`src/rtl/spi_slave_rx.sv`:
```
// ---------------------------------------------------------------------------
// spi_slave_rx
//
// Receiver for the 9-bit display SPI link (the far end of the master that
// drives the ILI panel). All four SPI lines are oversampled in the local clk
// domain through a SYNC_STAGES-deep synchronizer. Each {dc, payload} word is
// reassembled and announced with a one-cycle data_valid pulse.
//
// Parameters:
//   DATA_SIZE   - word width; MSB is the D/C flag, low DATA_SIZE-1 bits are
//                 the payload (minimum 4)
//   SYNC_STAGES - synchronizer flops per SPI input (minimum 2)
//
// Ports:
//   clk         - system clock, rising edge
//   rst         - asynchronous active-high reset
//   spi_sck     - SPI clock, payload bits sampled on its rising edge
//   spi_mosi    - serial data, MSB first
//   spi_dc      - D/C line (1 = data, 0 = command)
//   spi_cs      - chip select, active low
//   data_out    - last completed word {dc, payload}
//   data_valid  - one-cycle pulse when data_out updates
//   busy        - synchronized chip select is active
//   frame_error - one-cycle pulse when a partial word is aborted
//
// Build option:
//   SPI_RX_FRAME_ERR_EN - when defined, abort detection drives frame_error;
//                         otherwise frame_error is tied low and partial words
//                         are dropped silently.
// ---------------------------------------------------------------------------
module spi_slave_rx #(
    parameter int DATA_SIZE   = 9,
    parameter int SYNC_STAGES = 2
) (
    input  logic                 clk,
    input  logic                 rst,
    input  logic                 spi_sck,
    input  logic                 spi_mosi,
    input  logic                 spi_dc,
    input  logic                 spi_cs,
    output logic [DATA_SIZE-1:0] data_out,
    output logic                 data_valid,
    output logic                 busy,
    output logic                 frame_error
);

    // The shift register holds the payload bits received before the final
    // one; the final bit goes straight from the synchronizer into data_out.
    localparam int SHIFT_W = DATA_SIZE - 2;
    localparam int CNT_W   = $clog2(DATA_SIZE);
    localparam logic [CNT_W-1:0] LAST_BIT = CNT_W'(DATA_SIZE - 2);

    localparam logic [0:0] IDLE  = 1'b0;
    localparam logic [0:0] SHIFT = 1'b1;

    // -----------------------------------------------------------------------
    // Input synchronizers. Bit 0 is the first stage; the last stage is the
    // synchronized value. Reset values keep the bus looking idle.
    // -----------------------------------------------------------------------
    logic [SYNC_STAGES-1:0] sck_sync_reg;
    logic [SYNC_STAGES-1:0] cs_sync_reg;
    logic [SYNC_STAGES-1:0] mosi_sync_reg;
    logic [SYNC_STAGES-1:0] dc_sync_reg;

    // Tracks how many real samples have entered the synchronizer since
    // reset; the last bit is set once the synchronized outputs no longer
    // reflect reset values.
    logic [SYNC_STAGES-1:0] prime_reg;

    logic sck_prev_reg;
    logic cs_prev_reg;

    // Set once a genuinely high chip select has been seen after reset. A
    // frame that was already in progress at reset release therefore never
    // opens SHIFT; the receiver waits for a clean cs falling edge.
    logic armed_reg;

    logic sck_s;
    logic cs_s;
    logic mosi_s;
    logic dc_s;

    assign sck_s  = sck_sync_reg[SYNC_STAGES-1];
    assign cs_s   = cs_sync_reg[SYNC_STAGES-1];
    assign mosi_s = mosi_sync_reg[SYNC_STAGES-1];
    assign dc_s   = dc_sync_reg[SYNC_STAGES-1];

    logic sck_rise;
    logic cs_rise;
    logic cs_fall;

    assign sck_rise = sck_s & ~sck_prev_reg;
    assign cs_rise  = cs_s & ~cs_prev_reg;
    assign cs_fall  = ~cs_s & cs_prev_reg & armed_reg;

    // -----------------------------------------------------------------------
    // Receive state
    // -----------------------------------------------------------------------
    logic [0:0]           state_reg,      state_next;
    logic [CNT_W-1:0]     count_reg,      count_next;
    logic [SHIFT_W-1:0]   shift_reg,      shift_next;
    logic [DATA_SIZE-1:0] data_out_reg,   data_out_next;
    logic                 data_valid_reg, data_valid_next;
    logic                 complete;

    assign complete = (state_reg == SHIFT) && sck_rise && (count_reg == LAST_BIT);

    always_comb begin
        state_next      = state_reg;
        count_next      = count_reg;
        shift_next      = shift_reg;
        data_out_next   = data_out_reg;
        data_valid_next = 1'b0;

        case (state_reg)
            IDLE: begin
                count_next = '0;
                if (cs_fall) begin
                    state_next = SHIFT;
                end
            end

            default: begin
                if (sck_rise) begin
                    if (count_reg == LAST_BIT) begin
                        // dc is taken at the same edge as the final payload
                        // bit, so a D/C change between words is honoured.
                        data_out_next   = {dc_s, shift_reg, mosi_s};
                        data_valid_next = 1'b1;
                        count_next      = '0;
                    end else begin
                        shift_next = {shift_reg[SHIFT_W-2:0], mosi_s};
                        count_next = count_reg + CNT_W'(1);
                    end
                end
                // cs rising takes priority for the counter, but a word whose
                // final edge lands in the same cycle has already completed
                // above and is kept.
                if (cs_rise) begin
                    state_next = IDLE;
                    count_next = '0;
                end
            end
        endcase
    end

    always_ff @(posedge clk or posedge rst) begin
        if (rst) begin
            sck_sync_reg   <= '1;
            cs_sync_reg    <= '1;
            mosi_sync_reg  <= '0;
            dc_sync_reg    <= '1;
            prime_reg      <= '0;
            sck_prev_reg   <= 1'b1;
            cs_prev_reg    <= 1'b1;
            armed_reg      <= 1'b0;
            state_reg      <= IDLE;
            count_reg      <= '0;
            shift_reg      <= '0;
            data_out_reg   <= '0;
            data_valid_reg <= 1'b0;
        end else begin
            sck_sync_reg   <= {sck_sync_reg[SYNC_STAGES-2:0], spi_sck};
            cs_sync_reg    <= {cs_sync_reg[SYNC_STAGES-2:0], spi_cs};
            mosi_sync_reg  <= {mosi_sync_reg[SYNC_STAGES-2:0], spi_mosi};
            dc_sync_reg    <= {dc_sync_reg[SYNC_STAGES-2:0], spi_dc};
            prime_reg      <= {prime_reg[SYNC_STAGES-2:0], 1'b1};
            sck_prev_reg   <= sck_s;
            cs_prev_reg    <= cs_s;
            if (prime_reg[SYNC_STAGES-1] && cs_s) begin
                armed_reg <= 1'b1;
            end
            state_reg      <= state_next;
            count_reg      <= count_next;
            shift_reg      <= shift_next;
            data_out_reg   <= data_out_next;
            data_valid_reg <= data_valid_next;
        end
    end

    assign data_out   = data_out_reg;
    assign data_valid = data_valid_reg;
    assign busy       = ~cs_s;

    // -----------------------------------------------------------------------
    // Abort reporting
    // -----------------------------------------------------------------------
`ifdef SPI_RX_FRAME_ERR_EN
    logic abort;
    logic frame_error_reg;

    // A word that finishes on the same synchronized cycle as cs rising is
    // not an abort.
    assign abort = (state_reg == SHIFT) && cs_rise && (count_reg != '0) && !complete;

    always_ff @(posedge clk or posedge rst) begin
        if (rst) begin
            frame_error_reg <= 1'b0;
        end else begin
            frame_error_reg <= abort;
        end
    end

    assign frame_error = frame_error_reg;
`else
    assign frame_error = 1'b0;
`endif

endmodule

```
`config.mk`:
```
export PLATFORM = sky130hd
export DESIGN_NAME = spi_slave_rx
export DESIGN_NICKNAME = d
export VERILOG_FILES = /design/src/rtl/spi_slave_rx.sv
export SDC_FILE = /design/constraint.sdc
export NUM_CORES = 1
export LEC_CHECK = 0
export BUFFER_PORTS_ARGS = -buffer_cell sky130_fd_sc_hd__buf_2
export CORE_MARGIN = 5
export CORE_UTILIZATION = 56
export DETAILED_ROUTE_END_ITERATION = 12
export GPL_TIMING_DRIVEN = 0
export PLACE_DENSITY = 0.78
export SYNTH_ARGS = -nofsm -noshare
export SYNTH_HDL_FRONTEND = slang
export SYNTH_SLANG_ARGS = --single-unit
export TNS_END_PERCENT = 5
```
`constraint.sdc`:
```
create_clock -name clk -period 2.3 [get_ports clk]
set_input_delay 0.46 -clock clk [delete_from_list [all_inputs] [get_ports clk]]
set_output_delay 0.46 -clock clk [all_outputs]
set_load 0.05 [all_outputs]
```
; ---- Yosys cells after proc, flatten, opt, wreduce, memory -nomap -nowiden
; Index checks and enable logic that the tools add are counted.
[classes]
add_sub_neg = 1
n_reduce_logical = 3
bitwise = 8
mux = 10
n_eq_ne = 2
[ops]
columns = op, count
row1 = 4-bit 2-to-1 mux, 4
row2 = 1-bit 2-to-1 mux, 6
row3 = 3-bit AND reduction, 2
row4 = "4-bit by 1-bit adder with 4-bit output, second input constant", 1
row5 = 1-bit bitwise AND, 4
row6 = "4-bit by 3-bit equality test with 1-bit output, second input constant", 1
row7 = 1-bit inverter, 4
row8 = "3-bit != test, second input constant", 1
row9 = 1-bit logical AND, 1
[totals]
inputBits = 6
word_cells = 37
out_inout_bits = 12
register_bits = 35

; ---- Logic depth before layout (Yosys ltp)
; Gate-level depths: netlist of the first run.
[logic_depth]
depth_word = 5
depth_mapped = 4
ltp_nobuf = 4

; ---- Worst setup path before layout of the first run
; OpenSTA, ideal clock, no wires.
[synth_timing]
kind = reg2reg
startpoint = register count_reg[0]
endpoint = register data_out_reg[0] (netlist: data_out[0])
arrival_time_ns = 1.251
t_required_ns = 2.175
stages_incl_launch_ff = 5
period_less_slack_ns = 1.376
setup_ns = 0.125
setup_slack_ns = 0.924
cell_sequence = dfrtp_1 > ha_1 > nand3b_4 > nor2_8 > mux2_4
[synth_between]
elab_chain_len = 2
[synth_rtl]
columns = element, line
row1 = start: declaration, 100  ; logic [CNT_W-1:0] count_reg, count_next;
row2 = start signal: assignment, 174  ; count_reg <= count_next;
row3 = 4-bit by 3-bit equality test with 1-bit output, 125  ; if (count_reg == LAST_BIT) begin
row4 = 3-bit AND reduction (no source line), --
row5 = end signal: assignment, 176  ; data_out_reg <= data_out_next;
row6 = end: declaration, 102  ; logic [DATA_SIZE-1:0] data_out_reg, data_out_next;
; Every way passes these cells.
; A chain may end at the register's enable or synchronous reset.

; ---- Worst setup path after layout of the first run
[layout_timing]
startpoint = register cs_sync_reg[1]
endpoint = output port busy
[layout_between]
elab_chain_len = 1
[layout_rtl]
columns = element, line
row1 = start: declaration, 61  ; logic [SYNC_STAGES-1:0] cs_sync_reg;
row2 = start signal: assignment, 164  ; cs_sync_reg <= {cs_sync_reg[SYNC_STAGES-2:0], spi_cs};
row3 = 1-bit inverter, 183  ; assign busy = ~cs_s;
row4 = end: declaration, 43  ; output logic busy,
; Every way passes these cells.

==> metrics.txt, run 1 <==
# TYPE chip_impl_metric gauge
chip_impl_info{name="status",value="complete, no violations"} 1
chip_impl_metric{name="cts_hold_buffers",unit=""} 0
chip_impl_metric{name="setup_viol",unit=""} 0
chip_impl_metric{name="placeableCoreArea",unit="µm²"} 2250
chip_impl_metric{name="routed_via_density",unit=""} 5.43
chip_impl_info{name="setup.worst_path.start_class",value="flip-flop"} 1
chip_impl_metric{name="dp_hpwl",unit="µm"} 1250
chip_impl_metric{name="worst-slew-pin-transition",unit="ns"} 0.675
chip_impl_metric{name="post-cts-setup-buffer-count",unit=""} 0
chip_impl_metric{name="fp.dieH",unit="µm"} 59.3
chip_impl_info{name="clockRootBuffer",value="sky130_fd_sc_hd__clkbuf_4"} 1
chip_impl_info{name="cts_tree",value="yes"} 1
chip_impl_metric{name="vdd_drop_max",unit="mV"} 0.734
chip_impl_info{name="hold_class",value="in -> async"} 1
chip_impl_metric{name="firstDrtPassIters",unit=""} 4
chip_impl_metric{name="diodes",unit=""} 0
chip_impl_metric{name="flip_flop_count_of_the_largest_register_all_copies_and_words_added",unit=""} 9
chip_impl_metric{name="maxCapViolCount",unit=""} 0
chip_impl_metric{name="period_share",unit="%"} 69.6
chip_impl_metric{name="cts.sink_count",unit=""} 35
chip_impl_metric{name="grt_pass1_wl",unit="µm"} 3480
chip_impl_metric{name="die_x",unit="µm"} 59.3
chip_impl_info{name="synth_area_leader_cell",value="sky130_fd_sc_hd__dfrtp_1"} 1
chip_impl_info{name="most_common_library_cell_in_the_layout_ignoring_fill_and_taps",value="sky130_fd_sc_hd__dfrtp_1"} 1
chip_impl_info{name="critPathCaptureType",value="primary output"} 1
chip_impl_metric{name="min_period",unit="ns"} 1.60
chip_impl_metric{name="worstRegToRegCells",unit=""} 4
chip_impl_metric{name="synth_fp_nets",unit=""} 91
chip_impl_info{name="worst_r2r_startpoint",value="count_reg[0]$_DFFE_PP0P_"} 1
chip_impl_metric{name="hold_viol_final",unit=""} 0
chip_impl_metric{name="timing.clock.skew",unit="ns"} 0.00778
chip_impl_info{name="r2r_end",value="data_out[2]$_DFFE_PP0P_"} 1
chip_impl_metric{name="post_cts_resize_count",unit=""} 0
chip_impl_metric{name="static_leak",unit="nW"} 0.806
chip_impl_metric{name="maxSlewViolCount",unit=""} 0
chip_impl_metric{name="numPortBuffers",unit=""} 16
chip_impl_metric{name="final_antenna_net_count",unit=""} 0
chip_impl_metric{name="timing.critical_path.arrival",unit="ns"} 1.14
chip_impl_metric{name="standard_cell_rows",unit=""} 17
chip_impl_metric{name="clock_insertion_delay_worst_skew",unit="ns"} 0.33
chip_impl_info{name="ys_top_cells_by_area",value="sky130_fd_sc_hd__dfrtp_1 (50%), sky130_fd_sc_hd__dfstp_2 (15%), sky130_fd_sc_hd__mux2_4 (11%)"} 1
chip_impl_metric{name="cts_inserted_buffers",unit=""} 5
chip_impl_metric{name="clk_path_buf_depth",unit=""} 2
chip_impl_metric{name="final_layout_size_suffix_gt1_share",unit="%"} 48.1
chip_impl_metric{name="syn_area_per_cell",unit="µm²"} 16.2
chip_impl_metric{name="synth-seq-area-share",unit="%"} 65.2
chip_impl_info{name="rsz_0062_raised_after_global_routing",value="false"} 1
chip_impl_metric{name="ys_warn_count",unit=""} 0
chip_impl_metric{name="drt-initial-drc-count",unit=""} 7
chip_impl_metric{name="globalRouteTotalUtil",unit="%"} 13.8
chip_impl_metric{name="grt_max_degree",unit=""} 36
chip_impl_metric{name="synth_area",unit="µm²"} 1360
chip_impl_info{name="critical_path_class",value="reg -> out"} 1
chip_impl_metric{name="grt_pass1_vias",unit=""} 756
chip_impl_metric{name="h-tree-depth",unit=""} 2
chip_impl_metric{name="grt_remaining_overflow",unit=""} 0
chip_impl_metric{name="initial_utilization",unit="%"} 60.3
chip_impl_metric{name="synthCells",unit=""} 84
chip_impl_metric{name="netlist.area_leader.share",unit="%"} 49.7
chip_impl_metric{name="reg2reg_slack",unit="ns"} 0.77
chip_impl_metric{name="finalWirelength",unit="µm"} 1900
chip_impl_metric{name="clock.fmax",unit="MHz"} 624
chip_impl_metric{name="final_nets",unit=""} 114
chip_impl_metric{name="cp_max_fo",unit=""} 4
chip_impl_info{name="mostFrequentLayoutCells",value="sky130_fd_sc_hd__dfrtp_1 (27), sky130_fd_sc_hd__buf_2 (16), sky130_fd_sc_hd__mux2_4 (10), sky130_fd_sc_hd__dfstp_2 (8), sky130_fd_sc_hd__mux2_1 (6)"} 1
chip_impl_metric{name="detail_route.wl_per_cell",unit="µm"} 13.9
chip_impl_metric{name="synth_cell_type_count",unit=""} 26
chip_impl_metric{name="floorplan.die_area",unit="µm²"} 3510
chip_impl_metric{name="dr_total_vias",unit=""} 738
chip_impl_metric{name="io-pin-count",unit=""} 18
chip_impl_metric{name="gp_congestion",unit=""} 0.748
chip_impl_metric{name="postSynthRegisterBits",unit=""} 35
chip_impl_metric{name="final.hold.worst_slack",unit="ns"} 0.219
chip_impl_metric{name="cellPowerDensity",unit="nW/µm²"} 830
chip_impl_metric{name="worst_slew_margin_rel",unit="%"} 54.9
chip_impl_metric{name="required",unit="ns"} 1.84
chip_impl_metric{name="final.setup.tns",unit="ns"} 0
chip_impl_metric{name="clock_pin_slew_of_the_registers_on_the_worst_case_setup_and_hold_paths",unit="ns"} 0.11
chip_impl_metric{name="drt_drc_violations_left",unit=""} 0
chip_impl_metric{name="synthToLayoutAreaGrowth",unit="%"} 14.8
chip_impl_metric{name="number_of_antenna_violations_at_the_first_check_in_global_routing",unit=""} 0
critical path: stages, from the launching register on:
cell	delay, ns
sky130_fd_sc_hd__dfstp_2	0.56
sky130_fd_sc_hd__inv_2	0.05
sky130_fd_sc_hd__buf_2	0.20
power breakdown:
part | leakage [nW] | switching, W | total (W) | internal (W)
combinational | 0.325 | 0.0000499 | 0.000105 | 0.0000548
clock | 0.0482 | 0.000197 | 0.000454 | 0.000257
sequential | 0.433 | 0.0000456 | 0.000736 | 0.000691
stage by stage:
step                power, W  util [%]  cell area (µm²)  setup slack [ns]  std cells
floorplan           0.000824         -             1360             0.924         84
finish               0.00130      69.2             1560             0.698        136
global route         0.00137      69.2             1560             0.623        136
CTS                  0.00131      69.2             1560             0.676        136
global placement    0.000847      65.4             1470             0.684        128
detailed placement  0.000856      65.4             1470             0.648        128
per-layer routing:
layer,part of all wire [%],wire [µm],track usage [%]
met1,43,816,16.6
met2,46,875,20.1
met3,7.4,140,6.10
met4,3.3,63,8.74
met5,0,0,0
cell type report:
class	count	area (µm²)
fill	191	694
buffer	2	15.0
multi-input combinational	45	450
tap	28	35.0
sequential	35	886
timing repair buffer	16	80.1
clock inverter	2	35.0
clock buffer	6	51.3
inverter	2	7.51
synthesized netlist by cell type:
cell type,n
sky130_fd_sc_hd__a21o_1,1
sky130_fd_sc_hd__a21oi_1,2
sky130_fd_sc_hd__a31oi_1,1
sky130_fd_sc_hd__and2b_2,1
sky130_fd_sc_hd__and4b_1,1
sky130_fd_sc_hd__buf_4,2
sky130_fd_sc_hd__conb_1,2
sky130_fd_sc_hd__dfrtp_1,27
sky130_fd_sc_hd__dfstp_2,8
sky130_fd_sc_hd__ha_1,1
sky130_fd_sc_hd__inv_1,1
sky130_fd_sc_hd__inv_2,1
sky130_fd_sc_hd__mux2_1,6
sky130_fd_sc_hd__mux2_4,10
sky130_fd_sc_hd__nand2_1,3
sky130_fd_sc_hd__nand3_1,4
sky130_fd_sc_hd__nand3_4,1
sky130_fd_sc_hd__nand3b_2,1
sky130_fd_sc_hd__nand3b_4,2
sky130_fd_sc_hd__nand4_1,2
sky130_fd_sc_hd__nand4b_1,1
sky130_fd_sc_hd__nor2_1,2
sky130_fd_sc_hd__nor2_8,1
sky130_fd_sc_hd__o21ai_1,1
sky130_fd_sc_hd__or2b_1,1
sky130_fd_sc_hd__xor2_1,1
worst max path at each step:
| stage | startpoint | end | depth (start not counted) |
|---|---|---|---|
| 2_1_floorplan | count_reg[0]$_DFFE_PP0P_ | data_out[0]$_DFFE_PP0P_ | 4 |
| 3_3_place_gp | rst | data_out[5]$_DFFE_PP0P_ | 2 |
| 3_5_place_dp | rst | data_out[5]$_DFFE_PP0P_ | 2 |
| 4_1_cts | cs_sync_reg[1]$_DFF_PP1_ | busy | 2 |
| 5_1_grt | cs_sync_reg[1]$_DFF_PP1_ | busy | 2 |
| 6_report | cs_sync_reg[1]$_DFF_PP1_ | busy | 2 |
logic make-up (layout without fill, tap and decap cells):
family | after synthesis | count (layout) | synth area share [%]
AOI/OAI and AO/OA | 5 | 5 | 2.12
xor gates and xnor gates | 1 | 1 | 0.645
adders and majority gates | 1 | 1 | 0.921
buffers and inverters | 4 | 28 | 1.66
DFF | 35 | 35 | 65.2
muxes | 16 | 16 | 16.0
other | 2 | 2 | 0.553
and+or+nand+nor | 20 | 20 | 12.9
Note: power is estimated with default switching activity, not from simulation.
==> inputs of run 2 (changes only) <==
Settings changed: CORE_UTILIZATION 56 to 55, PLACE_DENSITY 0.78 to 0.77.
Clock period 2.3 ns to 1.5 ns, I/O delays scaled along.
==> run 2 against run 1 <==
- critical path depth rose by 2
- via count is 0.27% lower
- clock power rose by 6.6%
- worst setup slack worse by 0.65 ns
- combinational power up 70%
- largest cell class unchanged
- critical endpoint is now data_out[1]$_DFFE_PP0P_
==> metrics.txt, run 2 (same netlist as run 1, synthesis figures left out) <==
# TYPE chip_impl_metric gauge
chip_impl_metric{name="finalWorstSetupSlack",unit="ns"} 0.0521
chip_impl_metric{name="final_nets",unit=""} 118
chip_impl_metric{name="static_leak",unit="nW"} 0.806
chip_impl_metric{name="dr_total_vias",unit=""} 736
chip_impl_metric{name="placeableCoreArea",unit="µm²"} 2410
chip_impl_metric{name="initial_utilization",unit="%"} 56.4
chip_impl_metric{name="power.total",unit="W"} 0.00180
chip_impl_metric{name="grt_remaining_overflow",unit=""} 0
chip_impl_metric{name="clock_insertion_delay_worst_skew",unit="ns"} 0.34
chip_impl_metric{name="period_share",unit="%"} 96.5
chip_impl_metric{name="maxCapViolCount",unit=""} 0
chip_impl_metric{name="required",unit="ns"} 1.73
chip_impl_metric{name="maxSlewViolCount",unit=""} 0
chip_impl_metric{name="firstDrtPassIters",unit=""} 3
chip_impl_metric{name="clock.fmax",unit="MHz"} 691
chip_impl_metric{name="dp_hpwl",unit="µm"} 1300
chip_impl_metric{name="routed_via_density",unit=""} 5.18
chip_impl_metric{name="numPortBuffers",unit=""} 16
chip_impl_info{name="worst_r2r_startpoint",value="count_reg[0]$_DFFE_PP0P_"} 1
chip_impl_metric{name="final.setup.tns",unit="ns"} 0
chip_impl_metric{name="final.hold.worst_slack",unit="ns"} 0.0436
chip_impl_metric{name="drt-initial-drc-count",unit=""} 11
chip_impl_metric{name="flip_flop_count_of_the_largest_register_all_copies_and_words_added",unit=""} 9
chip_impl_metric{name="cp_max_fo",unit=""} 5
chip_impl_info{name="hp-start",value="spi_dc"} 1
chip_impl_metric{name="finalWirelength",unit="µm"} 2150
chip_impl_metric{name="drt_drc_violations_left",unit=""} 0
chip_impl_metric{name="detail_route.wl_per_cell",unit="µm"} 15.1
chip_impl_metric{name="grt_max_degree",unit=""} 36
chip_impl_metric{name="n_fill_cell",unit=""} 175
chip_impl_metric{name="io-pin-count",unit=""} 18
chip_impl_metric{name="cts.sink_count",unit=""} 35
chip_impl_info{name="status",value="complete, no violations"} 1
chip_impl_info{name="cts_tree",value="yes"} 1
chip_impl_info{name="most_common_library_cell_in_the_layout_ignoring_fill_and_taps",value="sky130_fd_sc_hd__dfrtp_1"} 1
chip_impl_metric{name="worstRegToRegCells",unit=""} 4
chip_impl_metric{name="timing.critical_path.arrival",unit="ns"} 1.68
chip_impl_info{name="hold_class",value="in -> reg"} 1
chip_impl_metric{name="final_core_util",unit="%"} 66.3
chip_impl_metric{name="vdd_drop_max",unit="mV"} 0.966
chip_impl_metric{name="multiInputGateArea",unit="µm²"} 474
chip_impl_metric{name="h-tree-depth",unit=""} 2
chip_impl_metric{name="final_antenna_net_count",unit=""} 0
chip_impl_metric{name="final_layout_size_suffix_gt1_share",unit="%"} 47.3
chip_impl_info{name="critical_path_class",value="reg -> reg"} 1
chip_impl_info{name="setup.worst_path.start_class",value="flip-flop"} 1
chip_impl_metric{name="sequential_cell_area",unit="µm²"} 886
chip_impl_metric{name="grt_pass1_wl",unit="µm"} 3500
chip_impl_metric{name="cts_inserted_buffers",unit=""} 5
chip_impl_info{name="r2r_end",value="data_out[1]$_DFFE_PP0P_"} 1
chip_impl_metric{name="number_of_cells_on_the_worst_hold_path",unit=""} 1
chip_impl_info{name="clockRootBuffer",value="sky130_fd_sc_hd__clkbuf_4"} 1
chip_impl_info{name="hold-path-endpoint",value="dc_sync_reg[0]$_DFF_PP1_"} 1
chip_impl_metric{name="reg2reg_slack",unit="ns"} 0.05
chip_impl_metric{name="hold_viol_final",unit=""} 0
chip_impl_metric{name="floorplan.die_area",unit="µm²"} 3560
chip_impl_metric{name="standard_cell_rows",unit=""} 18
chip_impl_info{name="critPathCaptureType",value="flip-flop"} 1
chip_impl_metric{name="gp_congestion",unit=""} 0.782
chip_impl_metric{name="globalRouteTotalUtil",unit="%"} 14.2
chip_impl_metric{name="timing.clock.skew",unit="ns"} 0.00581
chip_impl_metric{name="min_period",unit="ns"} 1.45
chip_impl_info{name="mostFrequentLayoutCells",value="sky130_fd_sc_hd__dfrtp_1 (27), sky130_fd_sc_hd__buf_2 (15), sky130_fd_sc_hd__mux2_4 (10), sky130_fd_sc_hd__dfstp_2 (8), sky130_fd_sc_hd__mux2_1 (6)"} 1
chip_impl_metric{name="fp.dieH",unit="µm"} 59.7
chip_impl_metric{name="grt_pass1_vias",unit=""} 755
chip_impl_metric{name="diodes",unit=""} 0
chip_impl_metric{name="clock_pin_slew_of_the_registers_on_the_worst_case_setup_and_hold_paths",unit="ns"} 0.10
chip_impl_metric{name="number_of_antenna_violations_at_the_first_check_in_global_routing",unit=""} 0
chip_impl_metric{name="synthToLayoutAreaGrowth",unit="%"} 17.6
chip_impl_metric{name="clk_path_buf_depth",unit=""} 2
chip_impl_info{name="rsz_0062_raised_after_global_routing",value="false"} 1
chip_impl_metric{name="setup_viol",unit=""} 0
chip_impl_metric{name="cellPowerDensity",unit="nW/µm²"} 1130
chip_impl_metric{name="dpl_worst_slack",unit="ns"} 0.0164
chip_impl_metric{name="die_x",unit="µm"} 59.7
-- run 2: area by class of cell --
type | count | share of cell area, %
Inverter | 2 | 0.470
Clock buffer | 7 | 2.82
Multi-Input combinational cell | 46 | 29.7
Buffer | 2 | 0.940
Sequential cell | 35 | 55.4
Timing Repair Buffer | 19 | 7.99
Tap cell | 30 | 2.35
Clock inverter | 1 | 0.313
-- run 2: worst max path at each step --
stage	startpoint	to	depth (start not counted)
finish	count_reg[0]$_DFFE_PP0P_	data_out[1]$_DFFE_PP0P_	4
global route	count_reg[0]$_DFFE_PP0P_	data_out[5]$_DFFE_PP0P_	4
CTS	count_reg[0]$_DFFE_PP0P_	data_out[8]$_DFFE_PP0P_	4
detailed placement	rst	data_out[5]$_DFFE_PP0P_	2
global placement	count_reg[0]$_DFFE_PP0P_	data_out[0]$_DFFE_PP0P_	4
floorplan	count_reg[0]$_DFFE_PP0P_	data_out[0]$_DFFE_PP0P_	4
-- run 2: metal layers --
layer,GRT usage [%],up-vias,wire (µm)
met2,19.0,14,1020
met3,5.18,8,94
met4,12.3,0,81
met5,0,-,0
li1,-,348,-
met1,17.9,366,949
-- run 2: power by group --
group / total, W / switching [W] / leakage, nW / internal [W]
sequential: 0.00114 / 0.0000764 / 0.433 / 0.00106
combinational: 0.000178 / 0.0000811 / 0.344 / 0.0000973
clock: 0.000484 / 0.000301 / 0.0293 / 0.000182
-- run 2: timing repair --
action	in CTS	in global routing
gates resized for setup	0	4
endpoints found under the hold margin	0	5
setup buffers	0	1
endpoints found under the setup margin	8	17
hold buffers	0	1
gates cloned	0	1
pin swaps	1	2
-- run 2: per-stage QoR --
step                cells  cell area [µm²]
finish                142             1600
global route          142             1600
CTS                   138             1530
detailed placement    130             1480
global placement      130             1480
floorplan              84             1360
-- run 2: critical path: stages (launching register included) --
cell                       delay (ns)
sky130_fd_sc_hd__dfrtp_1         0.47
sky130_fd_sc_hd__ha_4            0.19
sky130_fd_sc_hd__nand3b_4        0.14
sky130_fd_sc_hd__nor2_4          0.22
sky130_fd_sc_hd__mux2_4          0.32
